$ cat src/rtl/rvcpu_axi_pkg.sv
// Shared AXI constants and FSM state types for the CPU-top AXI master arbiter.
package rvcpu_axi_pkg;

  localparam int          ID_W          = 4;
  localparam logic [1:0]  BURST_INCR    = 2'b01;
  localparam logic [3:0]  CACHE_DEFAULT = 4'b0010;
  localparam logic [ID_W-1:0] ID_ICACHE = 4'd0;
  localparam logic [ID_W-1:0] ID_DCACHE = 4'd1;

  typedef enum logic [1:0] {
    R_IDLE,
    R_ADDR,
    R_DATA
  } rd_state_t;

  typedef enum logic {
    W_IDLE,
    W_BUSY
  } wr_state_t;

endpackage

$ cat src/rtl/axi_rr_arb2.sv
// Two-way round-robin picker; bit 0 is the I-cache, bit 1 the D-cache.
module axi_rr_arb2 (
  input  logic       clock,
  input  logic       reset_n,
  input  logic [1:0] req,
  input  logic       update,
  output logic [1:0] grant
);

  logic last_q, last_d;

  // On a tie the requester that did not win last time gets the grant.
  always_comb begin
    grant  = 2'b00;
    last_d = last_q;
    case (req)
      2'b01:   grant = 2'b01;
      2'b10:   grant = 2'b10;
      2'b11:   grant = last_q ? 2'b01 : 2'b10;
      default: grant = 2'b00;
    endcase
    if (update && (grant != 2'b00)) begin
      last_d = grant[1];
    end
  end

  // Reset to "D-cache granted last" so the first tie favours the I-cache.
  always_ff @(posedge clock or negedge reset_n) begin
    if (!reset_n) begin
      last_q <= 1'b1;
    end else begin
      last_q <= last_d;
    end
  end

endmodule

$ cat src/rtl/axi_master_arbiter.sv
// Shares one AXI4 master port between the I-cache (reads) and D-cache (reads + writes).
// Optional AXI_ARB_RAW_CHECK_EN: hold D-cache reads hitting the line of the pending write.
module axi_master_arbiter
  import rvcpu_axi_pkg::*;
#(
  parameter int ADDR_W     = 32,
  parameter int DATA_W     = 64,
  parameter int LINE_BYTES = 64
) (
  input  logic                clock,
  input  logic                reset_n,
  // I-cache read
  input  logic                ic_ar_valid,
  output logic                ic_ar_ready,
  input  logic [ADDR_W-1:0]   ic_ar_addr,
  input  logic [7:0]          ic_ar_len,
  input  logic [2:0]          ic_ar_size,
  output logic                ic_r_valid,
  input  logic                ic_r_ready,
  output logic [DATA_W-1:0]   ic_r_data,
  output logic [1:0]          ic_r_resp,
  output logic                ic_r_last,
  // D-cache read
  input  logic                dc_ar_valid,
  output logic                dc_ar_ready,
  input  logic [ADDR_W-1:0]   dc_ar_addr,
  input  logic [7:0]          dc_ar_len,
  input  logic [2:0]          dc_ar_size,
  output logic                dc_r_valid,
  input  logic                dc_r_ready,
  output logic [DATA_W-1:0]   dc_r_data,
  output logic [1:0]          dc_r_resp,
  output logic                dc_r_last,
  // D-cache write
  input  logic                dc_aw_valid,
  output logic                dc_aw_ready,
  input  logic [ADDR_W-1:0]   dc_aw_addr,
  input  logic [7:0]          dc_aw_len,
  input  logic [2:0]          dc_aw_size,
  input  logic                dc_w_valid,
  output logic                dc_w_ready,
  input  logic [DATA_W-1:0]   dc_w_data,
  input  logic [DATA_W/8-1:0] dc_w_strb,
  input  logic                dc_w_last,
  output logic                dc_b_valid,
  input  logic                dc_b_ready,
  output logic [1:0]          dc_b_resp,
  // AXI4 master
  output logic                m_arvalid,
  input  logic                m_arready,
  output logic [ADDR_W-1:0]   m_araddr,
  output logic [ID_W-1:0]     m_arid,
  output logic [7:0]          m_arlen,
  output logic [2:0]          m_arsize,
  output logic [1:0]          m_arburst,
  output logic                m_arlock,
  output logic [3:0]          m_arcache,
  output logic [2:0]          m_arprot,
  output logic [3:0]          m_arqos,
  input  logic                m_rvalid,
  output logic                m_rready,
  input  logic [DATA_W-1:0]   m_rdata,
  input  logic [1:0]          m_rresp,
  input  logic                m_rlast,
  output logic                m_awvalid,
  input  logic                m_awready,
  output logic [ADDR_W-1:0]   m_awaddr,
  output logic [ID_W-1:0]     m_awid,
  output logic [7:0]          m_awlen,
  output logic [2:0]          m_awsize,
  output logic [1:0]          m_awburst,
  output logic                m_awlock,
  output logic [3:0]          m_awcache,
  output logic [2:0]          m_awprot,
  output logic [3:0]          m_awqos,
  output logic                m_wvalid,
  input  logic                m_wready,
  output logic [DATA_W-1:0]   m_wdata,
  output logic [DATA_W/8-1:0] m_wstrb,
  output logic                m_wlast,
  input  logic                m_bvalid,
  output logic                m_bready,
  input  logic [1:0]          m_bresp
);

  rd_state_t         rd_state_q, rd_state_d;
  logic [ADDR_W-1:0] ar_addr_q, ar_addr_d;
  logic [7:0]        ar_len_q, ar_len_d;
  logic [2:0]        ar_size_q, ar_size_d;
  logic              owner_q, owner_d;

  wr_state_t         wr_state_q, wr_state_d;
  logic [ADDR_W-1:0] aw_addr_q, aw_addr_d;
  logic [7:0]        aw_len_q, aw_len_d;
  logic [2:0]        aw_size_q, aw_size_d;
  logic              aw_pend_q, aw_pend_d;
  logic              w_done_q, w_done_d;

  logic [1:0]        arb_req, arb_grant;
  logic              arb_update;
  logic              raw_hit;

`ifdef AXI_ARB_RAW_CHECK_EN
  localparam int LINE_OFF = $clog2(LINE_BYTES);
  assign raw_hit = (wr_state_q == W_BUSY) &&
                   (dc_ar_addr[ADDR_W-1:LINE_OFF] == aw_addr_q[ADDR_W-1:LINE_OFF]);
`else
  assign raw_hit = 1'b0;
`endif

  assign arb_req = {dc_ar_valid & ~raw_hit, ic_ar_valid};

  axi_rr_arb2 u_rr_arb (
    .clock   (clock),
    .reset_n (reset_n),
    .req     (arb_req),
    .update  (arb_update),
    .grant   (arb_grant)
  );

  // Read channel: grant in R_IDLE, replay the latched AR, then steer R beats to the owner.
  always_comb begin
    rd_state_d  = rd_state_q;
    ar_addr_d   = ar_addr_q;
    ar_len_d    = ar_len_q;
    ar_size_d   = ar_size_q;
    owner_d     = owner_q;
    arb_update  = 1'b0;
    ic_ar_ready = 1'b0;
    dc_ar_ready = 1'b0;
    m_arvalid   = 1'b0;
    m_rready    = 1'b0;
    ic_r_valid  = 1'b0;
    dc_r_valid  = 1'b0;
    case (rd_state_q)
      R_IDLE: begin
        ic_ar_ready = arb_grant[0];
        dc_ar_ready = arb_grant[1];
        if (arb_grant != 2'b00) begin
          arb_update = 1'b1;
          owner_d    = arb_grant[1];
          ar_addr_d  = arb_grant[1] ? dc_ar_addr : ic_ar_addr;
          ar_len_d   = arb_grant[1] ? dc_ar_len  : ic_ar_len;
          ar_size_d  = arb_grant[1] ? dc_ar_size : ic_ar_size;
          rd_state_d = R_ADDR;
        end
      end
      R_ADDR: begin
        m_arvalid = 1'b1;
        if (m_arready) begin
          rd_state_d = R_DATA;
        end
      end
      R_DATA: begin
        if (owner_q) begin
          dc_r_valid = m_rvalid;
          m_rready   = dc_r_ready;
        end else begin
          ic_r_valid = m_rvalid;
          m_rready   = ic_r_ready;
        end
        if (m_rvalid && m_rready && m_rlast) begin
          rd_state_d = R_IDLE;
        end
      end
      default: rd_state_d = R_IDLE;
    endcase
  end

  // Write channel: W may complete before AW is accepted; B ends the transaction.
  always_comb begin
    wr_state_d  = wr_state_q;
    aw_addr_d   = aw_addr_q;
    aw_len_d    = aw_len_q;
    aw_size_d   = aw_size_q;
    aw_pend_d   = aw_pend_q;
    w_done_d    = w_done_q;
    dc_aw_ready = 1'b0;
    dc_w_ready  = 1'b0;
    m_wvalid    = 1'b0;
    dc_b_valid  = 1'b0;
    m_bready    = 1'b0;
    case (wr_state_q)
      W_IDLE: begin
        dc_aw_ready = 1'b1;
        if (dc_aw_valid) begin
          aw_addr_d  = dc_aw_addr;
          aw_len_d   = dc_aw_len;
          aw_size_d  = dc_aw_size;
          aw_pend_d  = 1'b1;
          w_done_d   = 1'b0;
          wr_state_d = W_BUSY;
        end
      end
      W_BUSY: begin
        if (aw_pend_q && m_awready) begin
          aw_pend_d = 1'b0;
        end
        if (!w_done_q) begin
          m_wvalid   = dc_w_valid;
          dc_w_ready = m_wready;
          if (dc_w_valid && m_wready && dc_w_last) begin
            w_done_d = 1'b1;
          end
        end
        dc_b_valid = m_bvalid;
        m_bready   = dc_b_ready;
        if (m_bvalid && dc_b_ready) begin
          w_done_d   = 1'b0;
          wr_state_d = W_IDLE;
        end
      end
      default: wr_state_d = W_IDLE;
    endcase
  end

  always_ff @(posedge clock or negedge reset_n) begin
    if (!reset_n) begin
      rd_state_q <= R_IDLE;
      ar_addr_q  <= '0;
      ar_len_q   <= '0;
      ar_size_q  <= '0;
      owner_q    <= 1'b0;
      wr_state_q <= W_IDLE;
      aw_addr_q  <= '0;
      aw_len_q   <= '0;
      aw_size_q  <= '0;
      aw_pend_q  <= 1'b0;
      w_done_q   <= 1'b0;
    end else begin
      rd_state_q <= rd_state_d;
      ar_addr_q  <= ar_addr_d;
      ar_len_q   <= ar_len_d;
      ar_size_q  <= ar_size_d;
      owner_q    <= owner_d;
      wr_state_q <= wr_state_d;
      aw_addr_q  <= aw_addr_d;
      aw_len_q   <= aw_len_d;
      aw_size_q  <= aw_size_d;
      aw_pend_q  <= aw_pend_d;
      w_done_q   <= w_done_d;
    end
  end

  assign m_araddr  = ar_addr_q;
  assign m_arid    = owner_q ? ID_DCACHE : ID_ICACHE;
  assign m_arlen   = ar_len_q;
  assign m_arsize  = ar_size_q;
  assign m_arburst = BURST_INCR;
  assign m_arlock  = 1'b0;
  assign m_arcache = CACHE_DEFAULT;
  assign m_arprot  = 3'b000;
  assign m_arqos   = 4'b0000;

  assign ic_r_data = m_rdata;
  assign ic_r_resp = m_rresp;
  assign ic_r_last = m_rlast;
  assign dc_r_data = m_rdata;
  assign dc_r_resp = m_rresp;
  assign dc_r_last = m_rlast;

  assign m_awvalid = aw_pend_q;
  assign m_awaddr  = aw_addr_q;
  assign m_awid    = ID_DCACHE;
  assign m_awlen   = aw_len_q;
  assign m_awsize  = aw_size_q;
  assign m_awburst = BURST_INCR;
  assign m_awlock  = 1'b0;
  assign m_awcache = CACHE_DEFAULT;
  assign m_awprot  = 3'b000;
  assign m_awqos   = 4'b0000;

  assign m_wdata   = dc_w_data;
  assign m_wstrb   = dc_w_strb;
  assign m_wlast   = dc_w_last;
  assign dc_b_resp = m_bresp;

endmodule

$ cat config.mk
export PLATFORM = sky130hd
export DESIGN_NAME = axi_master_arbiter
export DESIGN_NICKNAME = d
export VERILOG_FILES = /design/src/rtl/rvcpu_axi_pkg.sv /design/src/rtl/axi_rr_arb2.sv /design/src/rtl/axi_master_arbiter.sv
export SDC_FILE = /design/constraint.sdc
export NUM_CORES = 1
export LEC_CHECK = 0
export CORE_AREA = 2 2 247 249
export DETAILED_ROUTE_END_ITERATION = 6
export DIE_AREA = 0 0 249 251
export GPL_TIMING_DRIVEN = 0
export SYNTH_ARGS = -nofsm -noshare
export SYNTH_HDL_FRONTEND = slang
export SYNTH_HIERARCHICAL = 1
export SYNTH_SLANG_ARGS = --single-unit
$ cat constraint.sdc
create_clock -name clock -period 4.1 [get_ports clock]
set_input_delay 0.82 -clock clock [delete_from_list [all_inputs] [get_ports clock]]
set_output_delay 0.82 -clock clock [all_outputs]
set_load 0.02 [all_outputs]
==> results of run 1 <==
layer usage:
metal  wire length, µm  vias up  track usage
met5                 0        -            0
met4               669        0       0.0320
met3              2390       17       0.0326
met2             12800      330        0.138
met1              7520     2419       0.0661
li1                  -     2428            -
cell type report:
type                    instances  area (µm²)  area share
repair buffers                453        4550       0.376
flip-flops and latches         93        2330       0.192
plain buffers                 261        2000       0.165
multi-input cells             197        1920       0.159
well taps                     782         978      0.0809
clock buffers                  10         239      0.0198
clock inverters                 5        60.1     0.00496
inverters                       6        22.5     0.00186
cell families after synthesis:
family / Yosys count
buffers and inverters: 267
muxes: 130
DFF: 93
and+or+nand+nor: 20
AOI/OAI and AO/OA: 12
other: 2
path summary, 6_finish.rpt:
kind,cells after the start,endpoint,slack (ns),startpoint
worst min-delay path,1,m_araddr[25],0.41,reset_n
worst max register to register,5,m_araddr[9],2.16,u_rr_arb/last_q
max in group asynchronous,2,m_awaddr[11],3.00,reset_n
worst max-delay path,6,dc_ar_ready,0.44,dc_ar_valid
min in group clock,1,m_arsize[0],0.50,m_arsize[0]
worst min register to register,1,m_arsize[0],0.50,m_arsize[0]
synth_stat cells (2+ instances only):
cell,n,area share
and3_1,3,0.0031
mux2_4,38,0.093
and2_1,3,0.0031
nand2_1,7,0.0043
inv_1,6,0.0037
dfrtp_1,92,0.37
a31oi_1,2,0.0020
buf_12,3,0.0098
a21o_1,3,0.0037
nor2b_1,4,0.0041
buf_2,5,0.0041
buf_6,2,0.0037
nor2_1,3,0.0018
buf_4,250,0.31
conb_1,2,0.0012
mux2_2,91,0.17
state kept, by name (all words and copies together), names as in the netlist:
| name | flops |
|---|---|
| m_awlen | 8 |
| owner_q | 1 |
| m_awaddr | 32 |
| m_awsize | 3 |
| u_rr_arb/last_q | 1 |
| rd_state_q | 2 |
| m_araddr | 32 |
| wr_state_q | 1 |
| m_arsize | 3 |
| w_done_q | 1 |
| m_arlen | 8 |
| m_awvalid | 1 |
through the flow:
stage	instance area [µm²]	utilization	hold WS, ns
4_1_cts	12100	0.202	0.400
3_5_place_dp	11800	0.197	0.491
3_3_place_gp	11800	0.197	0.490
5_1_grt	12100	0.202	0.434
6_report	12100	0.202	0.409
2_1_floorplan	6270	-	0.490
report_power, final:
part           switching (W)  internal [W]
Combinational        0.00142       0.00184
Sequential          0.000250       0.00133
Clock               0.000397      0.000488
==> flow_summary.yaml, run 1 <==
floorplanning:
  rows: 90
  core_area_um2: 59800
  die_w_um: 249
  die_area_um2: 62500
  die_h_um: 251
  ios: 628
  start_util: 0.103
timing:
  setup_ws_ns: 0.444
  rsz0062_at_grt: "false"
  finalHoldViolCount: 0
  finalSetupViolations: 0
  fin_crit_sh: 0.892
  slew_headroom: 0.643
  worst_pin_slew_ns: 0.535
  min_period_ns: 3.66
  finalMaxSlewViolations: 0
  setup_tns_ns: 0
  clock_skew_ns: 0.00729
  fmax_mhz: 273
routing:
  routed_wl_um: 23400
  avgRoutedWirePerCell_um: 13.0
  route.vias.total: 5194
  drt_iter0_markers: 114
  dr.pass1.iters: 4
  drcViolationCount: 0
  vias_per_cell: 2.87
  antenna_left: 0
yosys:
  synth-seq-cells: 93
  synth_top_flop_cell: "dfrtp_1"
  synth_simple_gate_area_share: 0.0163
  ys_async_sr_fraction: 1.00
  synth_mux_area_frac: 0.261
  seq_area_frac_synth: 0.379
  synth_edf_count: 0
  synth_top_family_by_area: "buffers and inverters"
  ys.warnings.count: 6
  synthXorXnorAreaFrac: 0
  syn_area_per_cell_um2: 11.7
  synth_cell_types: 26
  synthAdderAreaFrac: 0
  synth_area_um2: 6150
  syn_inst: 524
  synth_compound_area_frac: 0.0134
setup_path:
  cpMaxStageDelayCell: "clkdlybuf4s50_1"
  cp_data_arrival_time_ns: 2.84
  worstPathRequired_ns: 3.28
  crit_family: "buffers and inverters"
  worst-setup-path-type: "in -> out"
  crit_chain: "clkdlybuf4s50_1 > a21boi_0 > buf_6 > buf_2 > and2_1 > clkdlybuf4s50_1"
  slowest_delay_ns: 0.62
  crit_buf_inv: 4
  critPathLaunchType: "input port"
  worstPathMaxFanout: 10
  worst_path_most_repeated_cell: "clkdlybuf4s50_1"
  end_kind: "output pin"
global_routing:
  grt_overflow: 0
  grt_pass1_vias: 5565
  grt_usage: 0.0725
  grt_pass1_wl_um: 33800
  antenna_found_initial: 0
  grt_max_degree: 58
clocking:
  cts_tree: "yes"
  insertion_delay_ns: 0.38
  cts_root_buf: "clkbuf_16"
  htreeDepth: 3
  cts_buffers: 9
  clkSinkCount: 93
  cts_buffer_depth: 2
  holdBufCountCts: 0
  path_clk_slew_ns: 0.07
  post_cts_resized: 0
  post-cts-setup-buffers: 0
placed_design:
  dp_cells: 1792
  pre_cts_ws_ns: 0.399
  port_buffers: 452
  place.gp.congestion: 0.780
  place_hpwl_um: 20300
cells_and_area:
  fillers: 6519
  fin_cells: 1807
  final_common_cell: "clkdlybuf4s50_1"
  syn2layout_area_growth_pct: 96.8
  final_layout_size_suffix_gt1_frac: 0.398
  finalNetCount: 1306
  final_cell_mix: "451 x clkdlybuf4s50_1, 251 x buf_4, 92 x dfrtp_1"
  diodes: 0
power_and_ir_drop:
  p_leak_nw: 5.17
  p_total_w: 0.00573
  p_per_area_nw_per_um2: 474
  peakVddDrop_v: 0.000327
status:
  outcome: "finished clean"
job:
  maxCapViolations: 0
hold_path:
  hp-class: "in -> async"
Power figures use the tool's default switching activity.
==> run 2: changes to the inputs <==
Settings changed: REMOVE_ABC_BUFFERS from default to 1.
==> run 2 against run 1 <==
Net effect:
- clock skew up 0.0042 ns
- clock-buffer cell count unchanged
- via count fell by 22%
- wire length rose to 2.6 times the previous value
- first-iteration DRC count rose by 64%
- worst setup slack worse by 0.12 ns
- cell area down 33%
- hold slack got worse by 0.0035 ns
==> flow_summary.yaml, run 2 (synthesized netlist as in run 1, its figures left out) <==
timing:
  rsz0062_at_grt: "false"
  finalSetupViolations: 0
  clock_skew_ns: 0.0114
  setup_tns_ns: 0
  min_period_ns: 3.78
  holdWs_ns: 0.406
  finalMaxSlewViolations: 0
  finalHoldViolCount: 0
  fmax_mhz: 265
  setup_ws_ns: 0.322
  slew_headroom: 0.393
  fin_crit_sh: 0.922
  worst_pin_slew_ns: 0.908
setup_path:
  r2r_start: "u_rr_arb/last_q"
  reg2reg_slack_ns: 1.78
  worst_path_most_repeated_cell: "clkdlybuf4s50_1"
  worstPathRequired_ns: 3.28
  worstPathMaxFanout: 21
  cpMaxStageDelayCell: "a21boi_4"
  end_kind: "output pin"
  worstReg2RegEnd: "m_arsize[1]"
  rr_worst_depth: 4
  crit_chain: "clkdlybuf4s50_1 > a21boi_4 > and2_1 > clkdlybuf4s50_1"
  cp_data_arrival_time_ns: 2.96
  worst-setup-path-type: "in -> out"
  critPathLaunchType: "input port"
  slowest_delay_ns: 0.75
placed_design:
  port_buffers: 246
  place_hpwl_um: 55000
  pre_cts_ws_ns: 0.271
  dp_cells: 1328
  place.gp.congestion: 0.925
routing:
  vias_per_cell: 3.01
  drcViolationCount: 0
  route.vias.total: 4055
  dr.pass1.iters: 4
  antenna_left: 0
  routed_wl_um: 60300
  drt_iter0_markers: 187
  avgRoutedWirePerCell_um: 44.8
clocking:
  cts_tree: "yes"
  clkSinkCount: 93
  cts_root_buf: "clkbuf_16"
  holdBufCountCts: 0
  htreeDepth: 3
  post_cts_resized: 0
  cts_buffer_depth: 2
  cts_buffers: 9
  path_clk_slew_ns: 0.08
  post-cts-setup-buffers: 0
  insertion_delay_ns: 0.38
cells_and_area:
  fin_util: 0.136
  final_common_cell: "clkdlybuf4s50_1"
  final_layout_size_suffix_gt1_frac: 0.274
  final_cell_mix: "245 x clkdlybuf4s50_1, 92 x dfrtp_1, 91 x mux2_2"
  finalNetCount: 842
  fin_cells: 1345
  syn2layout_area_growth_pct: 32.6
floorplanning:
  die_w_um: 249
  die_area_um2: 62500
  core_area_um2: 59800
  start_util: 0.103
  rows: 90
  ios: 628
  die_h_um: 251
power_and_ir_drop:
  p_leak_nw: 3.13
  switching_share: 0.367
  comb_power_share: 0.519
  p_per_area_nw_per_um2: 641
  p_int_w: 0.00330
  power_frac_seq: 0.301
  power_switching_w: 0.00192
  peakVddDrop_v: 0.000230
  p_clk_frac: 0.180
hold_path:
  hp-class: "in -> async"
status:
  outcome: "finished clean"
job:
  maxCapViolations: 0
global_routing:
  grt_usage: 0.190
  antenna_found_initial: 1
  grt_max_degree: 60
  grt_overflow: 0
  grt_pass1_vias: 4053
  grt_pass1_wl_um: 69800
run 2: how the worst max path moves through the flow:
stage / start / to / slack, ns / depth (start not counted)
after floorplan: dc_ar_valid / m_arlen[0] / -2.36 / 3
after global placement: dc_ar_valid / m_arsize[1] / -5.99 / 4
after detailed placement: ic_ar_valid / dc_ar_ready / 0.27 / 4
after CTS: dc_ar_valid / dc_ar_ready / 0.26 / 4
after global routing: dc_ar_valid / dc_ar_ready / 0.17 / 4
final: dc_ar_valid / dc_ar_ready / 0.32 / 4
run 2: layer usage:
layer  routed length, µm  up-vias  GRT usage
li1                    -     1508          -
met1               12500     1832      0.107
met2               27300      672      0.302
met3               19100       35      0.289
met4                1020        8     0.0407
met5                 360        -     0.0440
run 2: cell type report:
type | instances | area [µm²]
Fill cell | 6700 | 51600
Multi-Input combinational cell | 197 | 1950
Timing Repair Buffer | 250 | 2550
Clock buffer | 10 | 239
Clock inverter | 6 | 76.3
Sequential cell | 93 | 2330
Tap cell | 782 | 978
Antenna cell | 1 | 2.50
Inverter | 6 | 22.5
run 2: power groups by stage:
stage | sequential [W] | combinational [W] | clock [W]
CTS | 0.00157 | 0.00274 | 0.00101
floorplan | 0.00203 | 0.000973 | 0
finish | 0.00157 | 0.00271 | 0.000942
global route | 0.00163 | 0.00286 | 0.00104
detailed placement | 0.00158 | 0.00273 | 0
global placement | 0.00156 | 0.00276 | 0
run 2: critical path, delay by kind of cell:
kind / cells / cell delay, ns
compound gates: 1 / 0.75
buf+inv: 2 / 1.13
simple gates: 1 / 0.26
run 2: per-stage QoR:
stage               area [µm²]  total power [W]
CTS                       8150          0.00533
global placement          7710          0.00432
finish                    8150          0.00522
detailed placement        7830          0.00430
global route              8150          0.00552
floorplan                 4270          0.00300
==> run 3: changes to the inputs <==
Settings changed: CTS_BUF_LIST from default to sky130_fd_sc_hd__clkbuf_16, GPL_ROUTABILITY_DRIVEN from default to 0.
==> run 3 against run 2 <==
Net effect:
- power shrank 0.37%
- cell count is the same
- worst setup slack is the same
- die area is the same
- critical path type unchanged
- highest routed layer unchanged
- global-route usage is the same
- via count is the same
- clock power shrank 2%
- combinational power is essentially flat
- clock-buffer cell count shrank 1
- critical path depth is the same
- largest cell class unchanged
==> flow_summary.yaml, run 3 (synthesized netlist as in run 1, its figures left out) <==
status:
  outcome: "finished clean"
timing:
  slew_headroom: 0.393
  clock_skew_ns: 0.0114
  finalHoldViolCount: 0
  worst_pin_slew_ns: 0.908
  rsz0062_at_grt: "false"
  finalSetupViolations: 0
  fmax_mhz: 265
  min_period_ns: 3.78
  fin_crit_sh: 0.922
  finalMaxSlewViolations: 0
cells_and_area:
  fin_area_um2: 8140
  final_layout_size_suffix_gt1_frac: 0.272
  syn2layout_area_growth_pct: 32.4
  fin_util: 0.136
  finalNetCount: 842
  fin_cells: 1345
  final_common_cell: "clkdlybuf4s50_1"
  final_cell_mix: "245 x clkdlybuf4s50_1, 92 x dfrtp_1, 91 x mux2_2"
power_and_ir_drop:
  power_frac_seq: 0.302
  p_clk_frac: 0.177
  peakVddDrop_v: 0.000230
  p_leak_nw: 3.13
  comb_power_share: 0.521
  p_int_w: 0.00329
  switching_share: 0.369
  power_switching_w: 0.00192
  p_total_w: 0.00520
  p_per_area_nw_per_um2: 640
global_routing:
  grt_pass1_wl_um: 69800
  grt_usage: 0.190
  grt_max_degree: 60
  antenna_found_initial: 1
  grt_overflow: 0
  grt_pass1_vias: 4053
routing:
  vias_per_cell: 3.01
  route.vias.total: 4055
  drcViolationCount: 0
  antenna_left: 0
  avgRoutedWirePerCell_um: 44.8
  routed_wl_um: 60300
  dr.pass1.iters: 4
  drt_iter0_markers: 187
floorplanning:
  rows: 90
  start_util: 0.103
  die_h_um: 251
  ios: 628
  die_area_um2: 62500
  core_area_um2: 59800
  die_w_um: 249
placed_design:
  port_buffers: 246
  post_dp_cell_area_um2: 7830
  place_hpwl_um: 55000
  dp_cells: 1328
clocking:
  htreeDepth: 3
  post_cts_resized: 0
  post-cts-setup-buffers: 0
  cts_tree: "yes"
  cts_root_buf: "clkbuf_16"
  cts_buffers: 9
  path_clk_slew_ns: 0.08
  insertion_delay_ns: 0.38
  cts_buffer_depth: 2
  holdBufCountCts: 0
  clkSinkCount: 93
setup_path:
  r2r_start: "u_rr_arb/last_q"
  worstPathMaxFanout: 21
  worstPathRequired_ns: 3.28
  end_kind: "output pin"
  critPathLaunchType: "input port"
  cp_data_arrival_time_ns: 2.96
  worst-setup-path-type: "in -> out"
  cp-startpoint: "dc_ar_valid"
hold_path:
  hp-class: "in -> async"
job:
  maxCapViolations: 0
==> run 3: path summary, 6_finish.rpt <==
| path | to | slack (ns) | cells after the start |
|---|---|---|---|
| max | dc_ar_ready | 0.32 | 4 |
| min | m_awlen[3] | 0.41 | 1 |
| max reg2reg | m_arsize[1] | 1.78 | 4 |
| min reg2reg | m_awlen[5] | 0.51 | 1 |
| max in group asynchronous | m_araddr[21] | 2.97 | 2 |
| min in group clock | m_awlen[5] | 0.51 | 1 |
==> run 3: layout make-up <==
cell class / count / area, µm²
Antenna cell: 1 / 2.50
Clock buffer: 9 / 225
Clock inverter: 7 / 80.1
Fill cell: 6701 / 51700
Inverter: 6 / 22.5
Multi-Input combinational cell: 197 / 1950
Sequential cell: 93 / 2330
Tap cell: 782 / 978
Timing Repair Buffer: 250 / 2550
==> run 3: layer usage <==
layer	wire [µm]	up-vias	GRT usage
li1	-	1508	-
met1	12500	1832	0.107
met2	27300	672	0.302
met3	19100	35	0.289
met4	1020	8	0.0407
met5	360	-	0.0440
==> run 3: power by group through the flow <==
| stage | Combinational [W] | Sequential [W] | Clock (W) |
|---|---|---|---|
| 2_1_floorplan | 0.000973 | 0.00203 | 0 |
| 3_3_place_gp | 0.00276 | 0.00156 | 0 |
| 3_5_place_dp | 0.00273 | 0.00158 | 0 |
| 4_1_cts | 0.00274 | 0.00157 | 0.000990 |
| 5_1_grt | 0.00286 | 0.00163 | 0.00102 |
| 6_report | 0.00271 | 0.00157 | 0.000923 |
==> run 3: per-stage QoR <==
stage	setup TNS [ns]	hold WS, ns	setup slack (ns)
after global placement	-506.03	0.490	-5.99
after CTS	0	0.391	0.264
after floorplan	-104.26	0.490	-2.36
after detailed placement	0	0.491	0.271
after global routing	0	0.419	0.173
final	0	0.406	0.322
==> run 3: worst max-delay path, stage by stage <==
cell and delay, ns:
clkdlybuf4s50_1 0.51, a21boi_4 0.75, and2_1 0.26, clkdlybuf4s50_1 0.62
